==> src/rtl/muldiv_unit.sv <==
// RV32M multiply/divide unit: radix-2 iterative, fixed 33-cycle latency (accept -> done).
// Optional macro MULDIV_DIV_EN enables the divide/remainder datapath; without it ops 1xx return 0.
module muldiv_unit (
   input  logic        clk,
   input  logic        rst,
   input  logic        start,
   input  logic [2:0]  op,
   input  logic [31:0] rs1_data,
   input  logic [31:0] rs2_data,
   input  logic [4:0]  rd_in,
   output logic        busy,
   output logic        done,
   output logic [31:0] result,
   output logic [4:0]  rd_out,
   output logic        reg_write
);

   typedef enum logic [1:0] {IDLE, CALC, DONE} state_t;

   state_t      state_q, state_d;
   logic [4:0]  cnt_q, cnt_d;
   logic [31:0] hi_q, hi_d, lo_q, lo_d, opnd_q, opnd_d;
   logic [31:0] result_q, result_d;
   logic [2:0]  op_q, op_d;
   logic [4:0]  rd_q, rd_d;
   logic        neg_res_q, neg_res_d, wr_en_q, wr_en_d;
`ifdef MULDIV_DIV_EN
   logic        neg_rem_q, neg_rem_d, div0_q, div0_d;
   logic [32:0] rem_sh, div_diff;
   logic        div_ge, unused_diff_msb;
`endif

   logic        a_neg, b_neg;
   logic [31:0] a_mag, b_mag;
   logic [32:0] mul_sum;
   logic [31:0] step_hi, step_lo, fin_res;
   logic [63:0] prod, prod_s;

   // MUL low word is sign-agnostic, so it runs as unsigned.
   assign a_neg = rs1_data[31] & (op == 3'b001 || op == 3'b010 || op == 3'b100 || op == 3'b110);
   assign b_neg = rs2_data[31] & (op == 3'b001 || op == 3'b100 || op == 3'b110);
   assign a_mag = a_neg ? -rs1_data : rs1_data;
   assign b_mag = b_neg ? -rs2_data : rs2_data;

   assign mul_sum = {1'b0, hi_q} + (lo_q[0] ? {1'b0, opnd_q} : 33'd0);

`ifdef MULDIV_DIV_EN
   assign rem_sh          = {hi_q, lo_q[31]};
   assign div_diff        = rem_sh - {1'b0, opnd_q};
   assign div_ge          = rem_sh >= {1'b0, opnd_q};
   assign unused_diff_msb = div_diff[32];
`endif

   always_comb begin
      step_hi = mul_sum[32:1];
      step_lo = {mul_sum[0], lo_q[31:1]};
`ifdef MULDIV_DIV_EN
      if (op_q[2]) begin
         step_hi = div_ge ? div_diff[31:0] : rem_sh[31:0];
         step_lo = {lo_q[30:0], div_ge};
      end
`endif
   end

   assign prod   = {step_hi, step_lo};
   assign prod_s = neg_res_q ? -prod : prod;

   always_comb begin
      fin_res = '0;
      case (op_q)
         3'b000:                 fin_res = prod_s[31:0];
         3'b001, 3'b010, 3'b011: fin_res = prod_s[63:32];
`ifdef MULDIV_DIV_EN
         3'b100, 3'b101:         fin_res = div0_q ? 32'hFFFF_FFFF : (neg_res_q ? -step_lo : step_lo);
         3'b110, 3'b111:         fin_res = neg_rem_q ? -step_hi : step_hi;
`endif
         default:                fin_res = '0;
      endcase
   end

   always_comb begin
      state_d   = state_q;
      cnt_d     = cnt_q;
      hi_d      = hi_q;
      lo_d      = lo_q;
      opnd_d    = opnd_q;
      op_d      = op_q;
      rd_d      = rd_q;
      neg_res_d = neg_res_q;
      wr_en_d   = wr_en_q;
      result_d  = result_q;
`ifdef MULDIV_DIV_EN
      neg_rem_d = neg_rem_q;
      div0_d    = div0_q;
`endif
      case (state_q)
         IDLE: if (start) begin
            state_d   = CALC;
            cnt_d     = '0;
            op_d      = op;
            rd_d      = rd_in;
            neg_res_d = a_neg ^ b_neg;
            hi_d      = '0;
            lo_d      = b_mag;
            opnd_d    = a_mag;
`ifdef MULDIV_DIV_EN
            wr_en_d   = |rd_in;
            neg_rem_d = a_neg;
            div0_d    = (rs2_data == 32'd0);
            if (op[2]) begin
               lo_d   = a_mag;
               opnd_d = b_mag;
            end
`else
            wr_en_d   = (|rd_in) & ~op[2];
`endif
         end
         CALC: begin
            cnt_d = cnt_q + 5'd1;
            hi_d  = step_hi;
            lo_d  = step_lo;
            if (cnt_q == 5'd31) begin
               state_d  = DONE;
               result_d = fin_res;
            end
         end
         DONE:    state_d = IDLE;
         default: state_d = IDLE;
      endcase
   end

   always_ff @(posedge clk) begin
      if (rst) begin
         state_q   <= IDLE;
         cnt_q     <= '0;
         hi_q      <= '0;
         lo_q      <= '0;
         opnd_q    <= '0;
         op_q      <= '0;
         rd_q      <= '0;
         neg_res_q <= 1'b0;
         wr_en_q   <= 1'b0;
         result_q  <= '0;
`ifdef MULDIV_DIV_EN
         neg_rem_q <= 1'b0;
         div0_q    <= 1'b0;
`endif
      end else begin
         state_q   <= state_d;
         cnt_q     <= cnt_d;
         hi_q      <= hi_d;
         lo_q      <= lo_d;
         opnd_q    <= opnd_d;
         op_q      <= op_d;
         rd_q      <= rd_d;
         neg_res_q <= neg_res_d;
         wr_en_q   <= wr_en_d;
         result_q  <= result_d;
`ifdef MULDIV_DIV_EN
         neg_rem_q <= neg_rem_d;
         div0_q    <= div0_d;
`endif
      end
   end

   assign busy      = (state_q != IDLE);
   assign done      = (state_q == DONE);
   assign result    = result_q;
   assign rd_out    = rd_q;
   assign reg_write = done & wr_en_q;

endmodule

==> config.mk <==
export PLATFORM = sky130hd
export DESIGN_NAME = muldiv_unit
export DESIGN_NICKNAME = d
export VERILOG_FILES = /design/src/rtl/muldiv_unit.sv
export SDC_FILE = /design/constraint.sdc
export NUM_CORES = 1
export LEC_CHECK = 0
export BUFFER_PORTS_ARGS = -buffer_cell sky130_fd_sc_hd__clkbuf_2
export CAP_MARGIN = 5
export CORE_MARGIN = 2
export CORE_UTILIZATION = 40
export DETAILED_ROUTE_END_ITERATION = 6
export PLACE_DENSITY = 0.66
export SETUP_SLACK_MARGIN = 0.02
export SYNTH_ARGS = -nofsm -noshare
export SYNTH_HDL_FRONTEND = slang
export SYNTH_SLANG_ARGS = --single-unit
==> constraint.sdc <==
create_clock -name clk -period 10.1 [get_ports clk]
set_input_delay 1.01 -clock clk [delete_from_list [all_inputs] [get_ports clk]]
set_output_delay 1.01 -clock clk [all_outputs]
set_load 0.02 [all_outputs]
Word-level counts from Yosys, hierarchy flattened
Cells that the tools add are included.
- word-level logic and storage cells: 62
- register bits after elaboration: 145
- input port bits: 75
- reductions and logical operators: 15
- equal/unequal tests: 12
- bitwise operators: 6
- $add $sub $neg: 5
- muxes and demuxes: 14
- operator list (operator ; number):
    $pmux W32 S2 ; 3
    $mux W32 ; 5
    $mux W64 ; 1
    $neg A32 Y32 ; 2
    $neg A64 Y64 ; 1
    $add A32 B32 Y33 ; 1
    $pmux W5 S2 ; 1
    $eq A3 B2 Y1 const B ; 3
    $reduce_and A2 Y1 ; 4
    $eq A3 B1 Y1 const B ; 2
    $eq A3 B3 Y1 const B ; 2
    $add A5 B1 Y5 const B ; 1
    $eq A5 B5 Y1 const B ; 1
    $logic_or A1 B1 Y1 ; 5
    $mux W5 ; 1
    $reduce_or A5 Y1 ; 1
    $and A1 B1 Y1 ; 4
    $mux W2 ; 2
    $ne A2 B2 Y1 const B ; 2
    $pmux W2 S2 ; 1
    $reduce_bool A2 Y1 ; 2
    $logic_not A3 Y1 ; 1
    $reduce_or A3 Y1 ; 1
    $eq A2 B1 Y1 const B ; 1
    4 further kinds ; 4

Longest topological paths before layout
Gate-level depths: netlist (run 1).
- depth in word-level cells: 7
- mapped depth: 15

Least setup slack after synthesis (run 1)
OpenSTA, ideal clock, no wires.
- path type: reg-to-reg
- start: register lo_q[0]
- end: register result_q[31], in the netlist result[31]
- required time: 9983 ps
- library setup time: 117 ps
- data arrival time: 3899 ps
- slack: 6084 ps
- stages on the path, launching flop included: 16
- path buffers: 2
- cell sequence: dfxtp_1 -> clkbuf_1 -> and2_1 -> ha_1 -> fa_1 -> a211oi_1 -> o21a_1 -> xnor2_1 -> nor4_1 -> nand4bb_1 -> or4_1 -> buf_2 -> or3_4 -> o41ai_4 -> xnor2_1 -> o2bb2ai_1
- word-level cells in the longest chain between the ends: 5
- RTL lines (element ; RTL line ; RTL):
    start: declaration ; 22 ; logic [31:0] hi_q, hi_d, lo_q, lo_d, opnd_q, opnd_d;
    start signal: assignment ; 152 ; lo_q <= lo_d;
    $mux W32 * ; 45 ; assign mul_sum = {1'b0, hi_q} + (lo_q[0] ? {1'b0, opnd_q} : 33'd0);
    $add A32 B32 Y33 * ; 45 ;
    $neg A64 Y64 ; 66 ; assign prod_s = neg_res_q ? -prod : prod;
    $mux W64 * ; 66 ;
    $pmux W32 S2 * ; 70 ; case (op_q)
    end signal: assignment ; 158 ; result_q <= result_d;
    end: declaration ; 23 ; logic [31:0] result_q, result_d;
Every way passes the cells marked *; elsewhere a longest branch is shown, timed or not.
A chain may end at the register's enable or synchronous reset.

Final worst setup path (run 1)
- start: register lo_q[0]
- end: register result_q[30], in the netlist result[30]
Same word-level chain as after synthesis.

==> impl_metrics.ini, run 1 <==
[outcome]
status = finished clean

[clock_tree]
clock_buffers_created_by_tritoncts = 17
clock_insertion_delay_worst_skew_ns = 0.43
clock-root-buffer = sky130_fd_sc_hd__clkbuf_16
postCtsResizedCells = 0
postCtsHoldBufs = 0
ctsLongestPathBuffers = 2
cts_htree_levels = 4
clock-sinks = 145
post-cts-setup-buffers = 0
clock_tree_from_tritoncts = yes
clkTransAtPathRegs_ns = 0.06

[layout]
most_common_cell_after_layout_fill_and_taps_aside = sky130_fd_sc_hd__nand2_1
layout.nets = 1591
syn_to_final_growth_pct = 13.0
fin_cells = 1824
antenna-diode-count = 0
layout.cell_area.non_filler_sq_mm = 0.0120
postLayoutCoreUtil_pct = 46.0
most_used_cells_in_the_layout_excluding_fill_and_tap_cells = sky130_fd_sc_hd__nand2_1 (180), sky130_fd_sc_hd__dfxtp_1 (144), sky130_fd_sc_hd__a21oi_1 (140), sky130_fd_sc_hd__nor2_1 (133), sky130_fd_sc_hd__clkbuf_2 (113)
final_layout_size_suffix_gt1_share_pct = 12.4

[critical_path]
crit_fanout = 33
path_class = reg2reg
critPathTopFamily = simple AND/OR/NAND/NOR gates
worst-endpoint-required_ns = 10.38
timing.critical_path.slowest_stage_cell = sky130_fd_sc_hd__or4_1
timing.critical_path.to_type = register
cp.buffers_inverters = 0
critical_path.cell_chain = and2_1, ha_1, fa_1, a211oi_1, o21a_1, xnor2_1, nor4_1, nand4bb_1, or4_1, nor4_4, a41o_1, xor2_1, o22ai_1
worst_setup_path_start_kind = register
timing.critical_path.arrival_ns = 5.04
max_stage_delay_ns = 0.70

[synth]
synth_seq_cells = 145
syn-num-nets = 1538
yosysSeqAreaShare_pct = 27.4
avgSynthCellArea_sq_um = 7.42
synth.distinct_cells = 79
synth_top_flop_cell = sky130_fd_sc_hd__dfxtp_1
post_synth_instance_area_sq_mm = 0.0106
yosysWarnings = 0
synthCells = 1425
synth_edf_count = 0
async_set_or_reset_register_ratio_after_synthesis_pct = 0

[power]
total_power_mw = 1.64
power-per-cell-area_mw_per_mm2 = 137
cellLeakagePower_nw = 4.73
vdd_drop_max_v = 0.0000786

[timing]
worst_pin_slew_ns = 1.04
final.setup.worst_slack_ns = 5.34
finalSetupViolCount = 0
setup_total_negative_slack_ns = 0
timing_hold_violations_final = 0
rsz0062_at_grt = no
period_minus_slack_ns = 4.76
final_period_utilization_pct = 47.2
max_slew_headroom_at_the_worst_pin_pct = 30.8
finalClockSkew_ns = 0.0139
drv_slew = 0
hold_worst_slack_ns = 0.449
timing.fmax_ghz = 0.210

[die]
fp.coreArea_sq_mm = 0.0260
rows = 59
die_h_um = 167
initial_core_util_pct = 40.7
dieArea_sq_mm = 0.0278
count_of_boundary_i_o_pins = 115
die_w_um = 167

[placement]
dpl_wire_length_um = 24100
gp_congestion = 0.925
dp_cell_count = 1794
dp_slack_ns = 5.41
detailed_place.area_sq_mm = 0.0113
port-buffer-count = 114

[route]
avgRoutedWirePerCell_um = 17.7
drtIter0Drc = 913
detail_route.drc_violations = 0
antenna_left = 0
vias_per_cell = 5.84
drt_first_pass_iters = 5
route.vias.total = 10650
postRouteWirelength_um = 32200

[grt]
grt_first_pass_wirelength_um = 51800
grt-ovfl-total = 0
grt_antenna_before_repair = 0
grt.total_usage_pct = 22.7
maximum_number_of_pins_on_one_net_before_global_route_repair = 102
first_global_vias = 9873

[hold_path]
worstHoldPathType = reg2reg

[flow_run]
max-cap-violations = 0
==> final timing paths <==
check | from | to | slack, ns | depth (start not counted)
setup / recovery | lo_q[0]$_SDFFE_PP0P_ | result[30]$_SDFFE_PP0P_ | 5.34 | 13
setup reg to reg | lo_q[0]$_SDFFE_PP0P_ | result[30]$_SDFFE_PP0P_ | 5.34 | 13
hold reg to reg | result[29]$_SDFFE_PP0P_ | result[29]$_SDFFE_PP0P_ | 0.45 | 2
hold / removal | result[29]$_SDFFE_PP0P_ | result[29]$_SDFFE_PP0P_ | 0.45 | 2
==> state kept, by name, indices dropped and copies added, names as in the netlist <==
| signal | flops |
|---|---|
| cnt_q | 5 |
| neg_res_q | 1 |
| hi_q | 32 |
| lo_q | 32 |
| wr_en_q | 1 |
| result | 32 |
| opnd_q | 32 |
| op_q | 3 |
| state_q | 2 |
| rd_out | 5 |
==> metal layers <==
layer	vias to the layer above	GRT usage, %	part of all wire [%]
met5	-	0	0
met4	0	7.12	2.4
met2	261	35.6	44
li1	5295	-	-
met1	5038	32.5	48
met3	56	2.97	4.7
==> cell usage after synthesis (10+ instances only) <==
master / count / area, sq um
sky130_fd_sc_hd__xnor2_1: 60 / 526
sky130_fd_sc_hd__o41ai_1: 10 / 87.6
sky130_fd_sc_hd__ha_1: 37 / 463
sky130_fd_sc_hd__or4_1: 15 / 113
sky130_fd_sc_hd__a31oi_1: 27 / 169
sky130_fd_sc_hd__or3_1: 24 / 150
sky130_fd_sc_hd__dfxtp_1: 145 / 2900
sky130_fd_sc_hd__and2_1: 44 / 275
sky130_fd_sc_hd__nand3_1: 45 / 225
sky130_fd_sc_hd__clkbuf_1: 81 / 304
sky130_fd_sc_hd__a21o_1: 14 / 105
sky130_fd_sc_hd__o21ai_0: 67 / 335
sky130_fd_sc_hd__nand2_1: 180 / 676
sky130_fd_sc_hd__a22oi_1: 33 / 248
sky130_fd_sc_hd__a211oi_1: 33 / 248
sky130_fd_sc_hd__nor3_1: 30 / 150
sky130_fd_sc_hd__a21oi_1: 140 / 701
sky130_fd_sc_hd__nor2_1: 135 / 507
sky130_fd_sc_hd__inv_1: 25 / 93.8
sky130_fd_sc_hd__o31ai_1: 21 / 158
sky130_fd_sc_hd__xor2_1: 64 / 561
sky130_fd_sc_hd__nand4_1: 13 / 81.3
sky130_fd_sc_hd__o211ai_1: 25 / 188
==> power breakdown <==
group | leakage [nW] | switching, mW | internal (mW)
combinational | 3.24 | 0.201 | 0.116
clock | 0.305 | 0.261 | 0.431
sequential | 1.18 | 0.0301 | 0.599
==> cell type report <==
type	instances	area [sq um]
Clock inverter	9	155
Tap cell	335	419
Inverter	25	93.8
Fill cell	2697	14000
Multi-Input combinational cell	1161	7240
Timing Repair Buffer	128	678
Clock buffer	21	470
Sequential cell	145	2900
==> worst register-to-register path, stage by stage, from the launching register on <==
cell and delay, ns:
sky130_fd_sc_hd__dfxtp_1 0.54, sky130_fd_sc_hd__and2_1 0.26, sky130_fd_sc_hd__ha_1 0.22, sky130_fd_sc_hd__fa_1 0.44, sky130_fd_sc_hd__a211oi_1 0.39, sky130_fd_sc_hd__o21a_1 0.20, sky130_fd_sc_hd__xnor2_1 0.13, sky130_fd_sc_hd__nor4_1 0.47
sky130_fd_sc_hd__nand4bb_1 0.27, sky130_fd_sc_hd__or4_1 0.70, sky130_fd_sc_hd__nor4_4 0.49, sky130_fd_sc_hd__a41o_1 0.25, sky130_fd_sc_hd__xor2_1 0.15, sky130_fd_sc_hd__o22ai_1 0.09
==> cell families (layout without fill, tap and decap cells) <==
family,count (synthesis),count (layout),share of synthesized area [%]
AO/OA/AOI/OAI,447,447,27.7
XOR/XNOR,124,124,10.3
adder cells (fa/ha/maj),38,38,4.57
buffers and inverters,119,183,4.34
flip-flops,145,145,27.4
multiplexers,3,3,0.284
AND/OR/NAND/NOR,549,549,25.4
Power figures use the tool's default switching activity.
==> inputs of run 2 (changes only) <==
Settings changed: ABC_AREA set to 1.
Clock period 10.1 ns to 4.4 ns, I/O delays scaled along.
==> impl_metrics.ini, run 2 <==
[outcome]
status = finished clean

[synth]
synth_top_flop_cell = sky130_fd_sc_hd__dfxtp_1
post_synth_instance_area_sq_mm = 0.0119
avgSynthCellArea_sq_um = 5.69
synth_seq_cells = 145
yosysSeqAreaShare_pct = 24.5
synth_area_leaders = sky130_fd_sc_hd__dfxtp_1 (24%), sky130_fd_sc_hd__nand2_1 (21%), sky130_fd_sc_hd__inv_1 (9.0%)
synthMostInstantiatedCell = sky130_fd_sc_hd__nand2_1
synth.top_cell.area_share_pct = 24.5
synth.distinct_cells = 54
yosys-top-cells-count = sky130_fd_sc_hd__nand2_1 (675), sky130_fd_sc_hd__inv_1 (283), sky130_fd_sc_hd__nor2_1 (219), sky130_fd_sc_hd__a21oi_1 (167), sky130_fd_sc_hd__dfxtp_1 (145)
yosysWarnings = 0
synth.largest_area_cell = sky130_fd_sc_hd__dfxtp_1
async_set_or_reset_register_ratio_after_synthesis_pct = 0
synth_edf_count = 0
synthCells = 2085
syn-num-nets = 2198

[timing]
period_minus_slack_ns = 3.83
max_slew_headroom_at_the_worst_pin_pct = 23.3
worst_pin_slew_ns = 1.15
timing.fmax_ghz = 0.261
rsz0062_at_grt = no
final_period_utilization_pct = 87.1
finalClockSkew_ns = 0.0201
timing_hold_violations_final = 0
setup_total_negative_slack_ns = 0
finalSetupViolCount = 0
drv_slew = 0

[route]
vias_per_cell = 5.23
detail_route.drc_violations = 0
postRouteWirelength_um = 42400
drtIter0Drc = 1296
antenna_left = 0
route.vias.total = 13423
drt_first_pass_iters = 6
avgRoutedWirePerCell_um = 16.5

[clock_tree]
clock-root-buffer = sky130_fd_sc_hd__clkbuf_16
clock-sinks = 145
clock_tree_from_tritoncts = yes
postCtsHoldBufs = 0
postCtsResizedCells = 0
cts_htree_levels = 4
clock_insertion_delay_worst_skew_ns = 0.45
clock_buffers_created_by_tritoncts = 17
ctsLongestPathBuffers = 2
post-cts-setup-buffers = 0
clkTransAtPathRegs_ns = 0.07

[critical_path]
worst-endpoint-required_ns = 4.77
crit_fanout = 25
timing.critical_path.slowest_stage_cell = sky130_fd_sc_hd__dfxtp_1
max_stage_delay_ns = 0.80
critical_path.cell_chain = nand2_1, inv_1, ha_1, nand2_1, nor2_1, nand2_1, nor2_1, nand2_1, nand4_1, nand2_1, inv_1, nand2_1, nor2_1, nand2_1, nand2_1, nand2_1, nand2_1, nand3_1, nand2_1, nand2_1, a21oi_1
worst_setup_path_start_kind = register
path_class = reg2reg
timing.critical_path.to_type = register
timing.critical_path.arrival_ns = 4.21
most_used_cell_cp = sky130_fd_sc_hd__nand2_1

[flow_run]
max-cap-violations = 0

[die]
die_h_um = 176
die_w_um = 176
dieArea_sq_mm = 0.0311
rows = 63
count_of_boundary_i_o_pins = 115
fp.coreArea_sq_mm = 0.0294
initial_core_util_pct = 40.4

[placement]
port-buffer-count = 114
gp_congestion = 0.966
dp_cell_count = 2533
dpl_wire_length_um = 33200

[grt]
grt_antenna_before_repair = 0
maximum_number_of_pins_on_one_net_before_global_route_repair = 83
grt-ovfl-total = 0
first_global_vias = 12015
grt_first_pass_wirelength_um = 66000
grt.total_usage_pct = 27.3

[power]
vdd_drop_max_v = 0.000239
power-per-cell-area_mw_per_mm2 = 283
cellLeakagePower_nw = 6.75

[layout]
antenna-diode-count = 0
most_common_cell_after_layout_fill_and_taps_aside = sky130_fd_sc_hd__nand2_1
layout.nets = 2275
syn_to_final_growth_pct = 12.6
most_used_cells_in_the_layout_excluding_fill_and_tap_cells = sky130_fd_sc_hd__nand2_1 (675), sky130_fd_sc_hd__inv_1 (282), sky130_fd_sc_hd__nor2_1 (216), sky130_fd_sc_hd__a21oi_1 (167), sky130_fd_sc_hd__dfxtp_1 (144)
final_layout_size_suffix_gt1_share_pct = 11.2
fin_cells = 2565

[hold_path]
worstHoldPathType = in2reg
==> run 2: worst paths after layout <==
check / start / to / slack (ns) / cells past startpoint
worst max-delay path: lo_q[0]$_SDFFE_PP0P_ / result[26]$_SDFFE_PP0P_ / 0.57 / 21
worst min-delay path: rd_in[3] / rd_out[3]$_SDFFE_PP0P_ / 0.24 / 3
worst max register to register: lo_q[0]$_SDFFE_PP0P_ / result[26]$_SDFFE_PP0P_ / 0.57 / 21
worst min register to register: wr_en_q$_SDFFE_PP0P_ / wr_en_q$_SDFFE_PP0P_ / 0.46 / 2
==> run 2: per-layer routing <==
layer / global-route usage (%) / up-vias / routed length, um
met5: 0 / - / 0
met4: 9.78 / 0 / 1260
met3: 5.04 / 61 / 3250
met2: 40.2 / 505 / 17600
met1: 39.5 / 6034 / 20300
li1: - / 6823 / -
==> run 2: power by group <==
group	internal (mW)	switching, mW	total [mW]
registers	1.38	0.0826	1.46
logic	0.279	0.586	0.865
clock network	0.749	0.706	1.45
==> run 2: logic make-up after synthesis <==
family	after synthesis	synth area share, %
xor+xnor	34	2.57
simple gates	1144	40.7
flops	145	24.5
buf+inv	369	11.8
compound gates	355	16.4
fa+ha+maj	38	4.07
==> run 2: stage by stage <==
stage / instance area, sq um / worst slack, ns / power (mW) / utilization, % / hold slack (ns)
detailed placement: 12800 / 0.637 / 2.33 / 43.5 / 0.453
CTS: 13400 / 0.605 / 3.78 / 45.4 / 0.223
global route: 13400 / 0.286 / 3.96 / 45.4 / 0.268
finish: 13400 / 0.568 / 3.78 / 45.4 / 0.244
global placement: 12800 / 0.578 / 2.33 / 43.5 / 0.449
floorplan: 11900 / 1.55 / 2.05 / - / 0.441
==> run 2: worst max-delay path: cells and delay by family, from the launching register on <==
kind | cells | cell delay (ns)
AOI/OAI and AO/OA | 1 | 0.13
buffers and inverters | 2 | 0.24
and+or+nand+nor | 17 | 2.29
adders and majority gates | 1 | 0.32
DFF | 1 | 0.80
==> run 2: layout make-up <==
type	instances	area (sq um)
clock buffer	17	425
clock inverter	15	135
fill	3198	16000
inverter	297	1110
multi-input combinational	1571	7590
sequential	145	2900
tap	390	488
timing repair buffer	130	706
